<file path="src/rtl/md5_dispatch_sched_if.sv">
// Candidate stream and md5 core bus between the scheduler and its neighbours.
// master: string source plus core array; slave: the scheduler.
interface md5_dispatch_sched_if #(
    parameter int NUM_CORES = 4,
    parameter int STR_BITS  = 512,
    parameter int POS_W     = 16
);
    logic                     in_valid;
    logic                     in_ready;
    logic [STR_BITS-1:0]      in_str;
    logic [POS_W-1:0]         in_pos;
    logic                     in_last;
    logic [NUM_CORES-1:0]     core_ready;
    logic [NUM_CORES-1:0]     core_start;
    logic [STR_BITS-1:0]      core_msg;
    logic [NUM_CORES-1:0]     core_done;
    logic [NUM_CORES*128-1:0] core_hash;

    modport master (
        output in_valid, in_str, in_pos, in_last, core_ready, core_done, core_hash,
        input  in_ready, core_start, core_msg
    );

    modport slave (
        input  in_valid, in_str, in_pos, in_last, core_ready, core_done, core_hash,
        output in_ready, core_start, core_msg
    );
endinterface

</file>
<file path="src/rtl/md5_dispatch_sched.sv">
// Round-robin scheduler of candidate blocks onto md5 cores. Each job is tagged
// with its byte position; the first digest equal to target_hash is reported.
//
// state | meaning
// IDLE  | waiting for start
// RUN   | accepting candidates, dispatching to free cores
// DRAIN | last candidate taken, waiting for outstanding digests
// HIT   | match reported, outstanding digests discarded, waiting for clear
module md5_dispatch_sched #(
    parameter int NUM_CORES = 4,
    parameter int STR_BITS  = 512,
    parameter int POS_W     = 16
) (
    input  logic                clk,
    input  logic                reset,
    input  logic                start,
    input  logic                clear,
    input  logic [127:0]        target_hash,
    md5_dispatch_sched_if.slave bus,
    output logic                match,
    output logic [POS_W-1:0]    match_pos,
    output logic                done,
    output logic                busy,
    output logic                proto_err
);
    localparam int RR_W = (NUM_CORES > 1) ? $clog2(NUM_CORES) : 1;

    typedef enum logic [1:0] {S_IDLE, S_RUN, S_DRAIN, S_HIT} state_t;

    state_t               state_q, state_d;
    logic [RR_W-1:0]      rr_q, rr_d;
    logic [NUM_CORES-1:0] pend_q, pend_d;
    logic [NUM_CORES-1:0] start_q, start_d;
    logic [POS_W-1:0]     tag_q [NUM_CORES];
    logic [POS_W-1:0]     tag_d [NUM_CORES];
    logic [STR_BITS-1:0]  msg_q, msg_d;
    logic                 hit_q, hit_d;
    logic                 match_q, match_d;
    logic [POS_W-1:0]     mpos_q, mpos_d;
    logic                 perr_q, perr_d;
    logic                 clr_q, clr_d;

    logic [NUM_CORES-1:0] elig, sel_oh, done_ok, done_stray;
    logic [RR_W-1:0]      sel_idx, idx_hi, idx_lo;
    logic                 found_hi, any_elig, in_ready_c, accept, done_c;
    logic                 hit_any;
    logic [POS_W-1:0]     hit_pos;

    // Pick the first eligible core at or above rr, else the lowest eligible one.
    always_comb begin
        elig     = bus.core_ready & ~pend_q;
        any_elig = |elig;
        found_hi = 1'b0;
        idx_hi   = '0;
        idx_lo   = '0;
        for (int k = NUM_CORES - 1; k >= 0; k--) begin
            if (elig[k]) begin
                idx_lo = RR_W'(k);
                if (k >= int'(rr_q)) begin
                    idx_hi   = RR_W'(k);
                    found_hi = 1'b1;
                end
            end
        end
        sel_idx = found_hi ? idx_hi : idx_lo;
    end

    assign sel_oh     = NUM_CORES'(1) << sel_idx;
    assign in_ready_c = (state_q == S_RUN) && !hit_q && any_elig;
    assign accept     = bus.in_valid && in_ready_c;
    assign done_ok    = bus.core_done & pend_q;
    assign done_stray = bus.core_done & ~pend_q;

    // Digest compare; the smallest tag wins when several cores hit together.
    always_comb begin
        hit_any = 1'b0;
        hit_pos = '0;
        for (int k = 0; k < NUM_CORES; k++) begin
            if (done_ok[k] && (bus.core_hash[128*k +: 128] == target_hash)) begin
                if (!hit_any || (tag_q[k] < hit_pos)) begin
                    hit_pos = tag_q[k];
                end
                hit_any = 1'b1;
            end
        end
    end

    // Next-state, bookkeeping and job-level outputs.
    always_comb begin
        state_d = state_q;
        rr_d    = rr_q;
        pend_d  = pend_q & ~done_ok;
        start_d = '0;
        tag_d   = tag_q;
        msg_d   = msg_q;
        hit_d   = 1'b0;
        match_d = match_q;
        mpos_d  = mpos_q;
        perr_d  = perr_q | (|done_stray);
        clr_d   = clr_q;
        done_c  = 1'b0;

        if (accept) begin
            pend_d         = pend_d | sel_oh;
            start_d        = sel_oh;
            tag_d[sel_idx] = bus.in_pos;
            msg_d          = bus.in_str;
            rr_d           = (int'(sel_idx) == NUM_CORES - 1) ? '0 : sel_idx + 1'b1;
        end

        // Only the first match of a job is recorded.
        if ((state_q == S_RUN || state_q == S_DRAIN) && !hit_q && hit_any) begin
            hit_d   = 1'b1;
            match_d = 1'b1;
            mpos_d  = hit_pos;
        end

        case (state_q)
            S_IDLE: begin
                if (start) state_d = S_RUN;
            end
            S_RUN: begin
                if (hit_q) begin
                    done_c  = 1'b1;
                    state_d = S_HIT;
                end else if (accept && bus.in_last) begin
                    state_d = S_DRAIN;
                end
            end
            S_DRAIN: begin
                if (hit_q) begin
                    done_c  = 1'b1;
                    state_d = S_HIT;
                end else if (pend_q == '0) begin
                    done_c  = 1'b1;
                    state_d = S_IDLE;
                end
            end
            S_HIT: begin
                // A clear arriving while digests are outstanding is remembered.
                if ((clear || clr_q) && (pend_q == '0)) begin
                    state_d = S_IDLE;
                    match_d = 1'b0;
                    clr_d   = 1'b0;
                end else if (clear) begin
                    clr_d = 1'b1;
                end
            end
            default: state_d = S_IDLE;
        endcase
    end

    // State and bookkeeping registers with synchronous active-low reset.
    always_ff @(posedge clk) begin
        if (!reset) begin
            state_q <= S_IDLE;
            rr_q    <= '0;
            pend_q  <= '0;
            start_q <= '0;
            for (int k = 0; k < NUM_CORES; k++) tag_q[k] <= '0;
            msg_q   <= '0;
            hit_q   <= 1'b0;
            match_q <= 1'b0;
            mpos_q  <= '0;
            perr_q  <= 1'b0;
            clr_q   <= 1'b0;
        end else begin
            state_q <= state_d;
            rr_q    <= rr_d;
            pend_q  <= pend_d;
            start_q <= start_d;
            tag_q   <= tag_d;
            msg_q   <= msg_d;
            hit_q   <= hit_d;
            match_q <= match_d;
            mpos_q  <= mpos_d;
            perr_q  <= perr_d;
            clr_q   <= clr_d;
        end
    end

    assign bus.in_ready   = in_ready_c;
    assign bus.core_start = start_q;
    assign bus.core_msg   = msg_q;
    assign match          = match_q;
    assign match_pos      = mpos_q;
    assign done           = done_c;
    assign busy           = (state_q != S_IDLE);
    assign proto_err      = perr_q;
endmodule

</file>
<file path="src/flat_wrapper.sv">
// flat-port wrapper written by rule: the top's interface ports become plain ports
module md5_dispatch_sched_flat 
#(
    parameter int NUM_CORES = 4,
    parameter int STR_BITS  = 512,
    parameter int POS_W     = 16
)
  (clk, reset, start, clear, target_hash, match, match_pos, done, busy, proto_err, bus_in_valid, bus_in_str, bus_in_pos, bus_in_last, bus_core_ready, bus_core_done, bus_core_hash, bus_in_ready, bus_core_start, bus_core_msg);
  md5_dispatch_sched_if #(.NUM_CORES(NUM_CORES), .STR_BITS(STR_BITS), .POS_W(POS_W)) bus_i ();
  input  logic clk;
  input  logic reset;
  input  logic start;
  input  logic clear;
  input  logic [127:0] target_hash;
  output logic match;
  output logic [POS_W-1:0] match_pos;
  output logic done;
  output logic busy;
  output logic proto_err;
  input wire logic [$bits(bus_i.in_valid)-1:0] bus_in_valid;
  input wire logic [$bits(bus_i.in_str)-1:0] bus_in_str;
  input wire logic [$bits(bus_i.in_pos)-1:0] bus_in_pos;
  input wire logic [$bits(bus_i.in_last)-1:0] bus_in_last;
  input wire logic [$bits(bus_i.core_ready)-1:0] bus_core_ready;
  input wire logic [$bits(bus_i.core_done)-1:0] bus_core_done;
  input wire logic [$bits(bus_i.core_hash)-1:0] bus_core_hash;
  output wire logic [$bits(bus_i.in_ready)-1:0] bus_in_ready;
  output wire logic [$bits(bus_i.core_start)-1:0] bus_core_start;
  output wire logic [$bits(bus_i.core_msg)-1:0] bus_core_msg;
  assign bus_i.in_valid = bus_in_valid;
  assign bus_i.in_str = bus_in_str;
  assign bus_i.in_pos = bus_in_pos;
  assign bus_i.in_last = bus_in_last;
  assign bus_i.core_ready = bus_core_ready;
  assign bus_i.core_done = bus_core_done;
  assign bus_i.core_hash = bus_core_hash;
  assign bus_in_ready = bus_i.in_ready;
  assign bus_core_start = bus_i.core_start;
  assign bus_core_msg = bus_i.core_msg;
  md5_dispatch_sched #(.NUM_CORES(NUM_CORES), .STR_BITS(STR_BITS), .POS_W(POS_W)) u_core (.clk(clk), .reset(reset), .start(start), .clear(clear), .target_hash(target_hash), .bus(bus_i), .match(match), .match_pos(match_pos), .done(done), .busy(busy), .proto_err(proto_err));
endmodule
</file>
<file path="config.mk">
export PLATFORM = sky130hd
export DESIGN_NAME = md5_dispatch_sched_flat
export DESIGN_NICKNAME = d
export VERILOG_FILES = /design/src/rtl/md5_dispatch_sched_if.sv /design/src/rtl/md5_dispatch_sched.sv /design/src/flat_wrapper.sv
export SDC_FILE = /design/constraint.sdc
export NUM_CORES = 2
export LEC_CHECK = 0
export ABC_AREA = 1
export BUFFER_PORTS_ARGS = -buffer_cell sky130_fd_sc_hd__buf_4
export CAP_MARGIN = 20
export CORE_AREA = 5 5 666 668
export DETAILED_ROUTE_END_ITERATION = 8
export DIE_AREA = 0 0 671 673
export PLACE_DENSITY = 0.3
export SLEW_MARGIN = 15
export SYNTH_ARGS = -nofsm -noshare
export SYNTH_HDL_FRONTEND = slang
export SYNTH_SLANG_ARGS = --single-unit
</file>
<file path="constraint.sdc">
create_clock -name clk -period 10 [get_ports clk]
set_clock_uncertainty 0.05 [all_clocks]
set_input_delay 0.5 -clock clk [delete_from_list [all_inputs] [get_ports clk]]
set_output_delay 0.5 -clock clk [all_outputs]
set_load 0.02 [all_outputs]
</file>
# [Word-level counts from Yosys, hierarchy flattened]
# Cells that the tools add are included.
[totals] ff_bits=608 output_inout_bits=537 inputBits=1182
[op_classes] add_sub_neg=1 n_mux=51 bitwise=9 n_reduce_logical=30 n_shift=1 order_cmp=8 n_eq_ne=12
[ops] operator="$eq 128x128->1" count=4
[ops] operator="$mux 16" count=8
[ops] operator="$bwmux 64" count=1
[ops] operator="$lt 16x16->1" count=3
[ops] operator="$mux 2" count=18
[ops] operator="$demux 16 s2" count=1
[ops] operator="$mux 1" count=20
[ops] operator="$and 4x4->4" count=4
[ops] operator="$logic_and 1x1->1" count=12
[ops] operator="$not 4->4" count=2
[ops] operator="$pmux 2 s4" count=1
[ops] operator="$reduce_or 4->1" count=2
[ops] operator="$ne 3x2->1 const B" count=2
[ops] operator="$logic_or 1x1->1" count=5
[ops] operator="$eq 2x1->1 const B" count=2
[ops] operator="$eq 2x2->1 const B" count=2
[ops] operator="$ge 1x2->1 const A" count=2
[ops] operator="$logic_not 1->1" count=4
[ops] operator="$logic_not 4->1" count=1
[ops] operator="$mux 4" count=1
[ops] operator="$or 4x4->4" count=1
[ops] operator="$reduce_and 2->1" count=2
[ops] operator="$reduce_and 4->1" count=1
[ops] operator="$reduce_bool 2->1" count=2
[ops] operator="11 further kinds" count=11

# [Logic depth before layout (Yosys ltp)]
[logic_depth] word_depth=16 depth_mapped=56 depth_no_buf=52

# [Worst setup path before layout]
# No wires, ideal clock.
[synth_path] path_kind="input port to flip-flop" start="input target_hash[66]" end="register u_core.mpos_q[10], in the netlist u_core.match_pos[10]" t_arrival_ns=6.923 path_slack_ns=2.890 n_path_buf=6 stages=45 setup_time_ns=0.138 path_cell_list="inv_1 o21ai_0 or3_1 nor4_1 nand4_1 nor2_1 nand3_1 nor2_1 clkbuf_1 clkbuf_1 nand2_1 ha_1 a21oi_1 nor2_1 a211oi_1 o221a_2 nand2_2 nand2_1 (+9 left out) o221a_2 nand2_1 nand2_2 nand2_2 clkbuf_1 o21ai_0 ha_1 nand2_1 inv_1 nand3_1 a31oi_1 a2111oi_0 nand2_1 nand2_4 buf_2 nand3_1 nand3_2 a21oi_2"
[synth_between] elab_chain_len=15 elab_cells_between_ends=29 classes_between="order compare (3); eq/ne (4); mux (11); reduce/logical (11)"
[synth_lines] item="from (decl)" line="flat_wrapper.sv:14" rtl="input logic [127:0] target_hash;"
[synth_lines] item="$eq 128x128->1" line="md5_dispatch_sched.sv:79" rtl="if (done_ok[k] && (bus.core_hash[128*k +: 128] == target_hash)) begin"
[synth_lines] item="$logic_and 1x1->1" line="md5_dispatch_sched.sv:79"
[synth_lines] item="$mux 16 / $mux 1 (equally long branches)" line="md5_dispatch_sched.sv:79"
[synth_lines] item="$lt 16x16->1 / $logic_not 1->1 (equally long branches)" line="md5_dispatch_sched.sv:80" rtl="if (!hit_any || (tag_q[k] < hit_pos)) begin"
[synth_lines] item="$logic_or 1x1->1" line="md5_dispatch_sched.sv:80"
[synth_lines] item="$mux 16" line="md5_dispatch_sched.sv:80"
[synth_lines] item="$mux 16" line="md5_dispatch_sched.sv:79"
[synth_lines] item="$lt 16x16->1" line="md5_dispatch_sched.sv:80"
[synth_lines] item="$logic_or 1x1->1" line="md5_dispatch_sched.sv:80"
[synth_lines] item="$mux 16" line="md5_dispatch_sched.sv:80"
[synth_lines] item="$mux 16" line="md5_dispatch_sched.sv:79"
[synth_lines] item="$lt 16x16->1" line="md5_dispatch_sched.sv:80"
[synth_lines] item="$logic_or 1x1->1" line="md5_dispatch_sched.sv:80"
[synth_lines] item="$mux 16" line="md5_dispatch_sched.sv:80"
[synth_lines] item="$mux 16" line="md5_dispatch_sched.sv:79"
[synth_lines] item="to (signal assigned)" line="md5_dispatch_sched.sv:176" rtl="mpos_q <= mpos_d;"
[synth_lines] item="to (decl)" line="md5_dispatch_sched.sv:39" rtl="logic [POS_W-1:0] mpos_q, mpos_d;"
# Several ways; a longest one is shown, not always the timed one.
# A chain may end at the register's enable or synchronous reset.

# [Worst setup path in the final report]
[layout_path] start="register u_core.pend_q[0]" end="register u_core.mpos_q[15], in the netlist u_core.match_pos[15]"
[layout_between] elab_chain_len=15 elab_cells_between_ends=23 classes_between="order compare (3); mux (11); bitwise (1); reduce/logical (8)"
[layout_lines] item="from (decl)" line="md5_dispatch_sched.sv:32" rtl="logic [NUM_CORES-1:0] pend_q, pend_d;"
[layout_lines] item="from (signal assigned)" line="md5_dispatch_sched.sv:170" rtl="pend_q <= pend_d;"
[layout_lines] item="$and 4x4->4 *" line="md5_dispatch_sched.sv:71" rtl="assign done_ok = bus.core_done & pend_q;"
[layout_lines] item="$logic_and 1x1->1 *" line="md5_dispatch_sched.sv:79"
[layout_lines] item="$mux 16 / $mux 1 (equally long branches)" line="md5_dispatch_sched.sv:79"
[layout_lines] item="$lt 16x16->1 / $logic_not 1->1 (equally long branches)" line="md5_dispatch_sched.sv:80"
[layout_lines] item="$logic_or 1x1->1" line="md5_dispatch_sched.sv:80"
[layout_lines] item="$mux 16" line="md5_dispatch_sched.sv:80"
[layout_lines] item="$mux 16" line="md5_dispatch_sched.sv:79"
[layout_lines] item="$lt 16x16->1" line="md5_dispatch_sched.sv:80"
[layout_lines] item="$logic_or 1x1->1" line="md5_dispatch_sched.sv:80"
[layout_lines] item="$mux 16" line="md5_dispatch_sched.sv:80"
[layout_lines] item="$mux 16" line="md5_dispatch_sched.sv:79"
[layout_lines] item="$lt 16x16->1" line="md5_dispatch_sched.sv:80"
[layout_lines] item="$logic_or 1x1->1" line="md5_dispatch_sched.sv:80"
[layout_lines] item="$mux 16" line="md5_dispatch_sched.sv:80"
[layout_lines] item="$mux 16" line="md5_dispatch_sched.sv:79"
# Mark *: on every way between the ends. The rest lies on a longest branch, timed or not.

==> impl_metrics.py <==
metrics = {
    "sta": {
        "setup_violations": 0,
        "worst_pin_slew_ps": 1230,
        "setup_ws_ps": 1910,
        "finalCritPeriodShare_pct": 80.9,
        "layout_min_cycle_time_ps": 8090,
        "slew_headroom_pct": 17.6,
        "clock.fmax_mhz": 124,
        "hold_viol": 0,
        "rsz0062_at_grt": "false",
        "final.setup.tns_ps": 0,
        "drv_slew": 0,
        "worst_hold_slack_ps": 105,
    },
    "logic_synthesis": {
        "synth_cell_types": 48,
        "syn-num-nets": 5909,
        "synth_seq_cells": 608,
        "async_flop_share_pct": 0,
        "syn_area_per_cell_um2": 6.70,
        "synthCells": 4673,
        "syn_area_um2": 31300,
        "yosysSeqAreaShare_pct": 38.9,
        "synth_edf_count": 0,
        "yosys_warnings": 0,
        "synthFlopType": "dfxtp_1",
    },
    "grt": {
        "met3_usage_pct": 4.88,
        "overflow": 0,
        "grt_max_degree": 166,
        "grt_use_met2_pct": 31.5,
        "grt_use_met1_pct": 20.0,
        "grt_pass1_wl_um": 523000,
        "grt_pass1_vias": 44400,
        "antenna_found_initial": 218,
        "grt.busiest_layer": "met2",
        "grt_usage_pct": 17.7,
    },
    "final_layout": {
        "fin_area_um2": 59200,
        "layout.nets": 8042,
        "drive_above_1_share_pct": 31.1,
        "mostFrequentLayoutCells": "buf_4 (1765), nand2_1 (1742), a21oi_1 (609)",
        "fin_util_pct": 13.5,
        "syn2layout_area_growth_pct": 88.9,
        "mostFrequentLayoutCell": "buf_4",
        "fin_cells": 12700,
        "fillers": 50900,
    },
    "clock_network": {
        "clk_pin_slew_ps": 60,
        "clock-sinks": 608,
        "numCtsBuffers": 94,
        "post_cts_resized": 0,
        "cts_hold_buf": 481,
        "postCtsSetupBuffers": 0,
        "cts_root_buffer": "clkbuf_16",
        "tritoncts": "yes",
        "clockBufferDepth": 4,
        "clk_latency_ps": 790,
        "h-tree-depth": 3,
    },
    "floorplanning": {
        "fp.dieW_um": 671,
        "coreArea_um2": 437000,
        "die_h_um": 673,
        "rows": 243,
        "dieArea_um2": 452000,
        "ios": 1719,
        "start_util_pct": 7.17,
    },
    "run_status": {
        "outcome": "complete, no violations",
    },
    "routing": {
        "postRouteAntennaNets": 0,
        "wirelength_um": 421000,
        "firstDrtPassIters": 6,
        "drc_errors": 0,
        "routed_via_density": 3.46,
        "vias": 43800,
        "drtIter0Drc": 2999,
        "wl_per_cell_um": 33.2,
    },
    "place": {
        "dp_cells": 12000,
        "place_area_um2": 51200,
        "dp_slack_ps": 1310,
        "numPortBuffers": 1718,
        "place_hpwl_um": 372000,
        "globalplace.congestion": 0.994,
    },
    "setup_path": {
        "critPathMaxFanout": 24,
        "cp-end-kind": "flop",
        "cp.arrival_ps": 8750,
        "reg2reg_slack_ps": 1910,
        "slowest_delay_ps": 790,
        "cp.required_ps": 10660,
        "cp_common_cell": "nand2_1",
        "crit_type": "flop to flop",
        "start_kind": "flop",
        "crit_slowest_cell": "dfxtp_1",
    },
    "power": {
        "peakVddDrop_mv": 0.108,
        "power_mw": 10.0,
        "leakagePower_nw": 24.5,
        "power.density_nw_per_um2": 169,
    },
    "flow_run": {
        "cap_violations": 0,
    },
    "worst_hold_path": {
        "hold_path.class": "input port to flop",
    },
}
kinds of logic (layout without fill, tap and decap cells):
logic type | count (synthesis) | after routing | synth area share, %
fa+ha+maj | 54 | 54 | 2.16
xor+xnor | 142 | 142 | 3.97
compound gates | 913 | 913 | 15.9
flops | 608 | 608 | 38.9
buf+inv | 576 | 2772 | 6.99
other cells | 0 | 50 | 0
simple gates | 2380 | 2380 | 32.1
cell usage after synthesis (7+ instances only):
cell / number / area, um^2
buf_2: 9 / 45.0
xor2_1: 109 / 955
nand2_1: 1743 / 6540
o211ai_1: 7 / 52.6
clkbuf_1: 205 / 769
inv_2: 100 / 375
ha_1: 54 / 676
nand3_2: 10 / 100
a21oi_1: 609 / 3050
nor3_1: 29 / 145
a21oi_2: 10 / 87.6
o21ai_0: 156 / 781
nand2_2: 16 / 100
o22ai_1: 48 / 300
or2_2: 76 / 475
a2111oi_0: 8 / 70.1
a211oi_1: 14 / 105
xnor2_1: 33 / 289
nor4_1: 88 / 551
a221oi_1: 7 / 61.3
inv_1: 256 / 961
a22o_1: 20 / 175
nand4_1: 131 / 820
dfxtp_1: 608 / 12200
nor2_1: 158 / 593
o2111ai_1: 18 / 158
nand3_1: 104 / 521
final timing paths:
kind / startpoint / end / cells past startpoint
setup / recovery: u_core.pend_q[0] / u_core.match_pos[15] / 41
setup reg to reg: u_core.pend_q[0] / u_core.match_pos[15] / 41
hold reg to reg: u_core.bus.core_msg[324] / u_core.bus.core_msg[324] / 2
hold / removal: bus_in_str[128] / u_core.bus.core_msg[128] / 3
worst max-delay path: cells and delay by family, from the launching register on:
| kind | cells | cell delay [ps] |
|---|---|---|
| fa+ha+maj | 3 | 910 |
| simple gates | 25 | 3390 |
| compound gates | 9 | 1900 |
| buf+inv | 4 | 950 |
| flops | 1 | 790 |
report_power, final:
group | total [mW] | switching, mW | internal, mW
registers | 2.93 | 0.199 | 2.74
clock network | 3.46 | 1.41 | 2.05
logic | 3.60 | 2.41 | 1.19
total | 10.0 | 4.01 | 5.98
cell type report:
class	instances	area, um^2	share of cell area, %
timing repair buffer	2256	18300	30.9
multi-input combinational	3489	17000	28.8
sequential	608	12200	20.6
tap	5757	7200	12.2
clock buffer	135	2650	4.47
inverter	357	1360	2.29
clock inverter	24	373	0.630
antenna	50	125	0.212
flip-flops by register name (all words and copies together) (netlist names), 2 cells and up:
register / cells
u_core.tag_q: 64
u_core.match_pos: 16
u_core.state_q: 2
u_core.bus.core_msg: 512
u_core.bus.core_start: 4
u_core.rr_q: 2
u_core.pend_q: 4
layer usage:
metal / vias up / wire [um]
li1: 19700 / -
met1: 21300 / 165000
met2: 2026 / 206000
met3: 675 / 28200
met4: 114 / 20800
met5: - / 704
(Power assumes the default switching activity.)
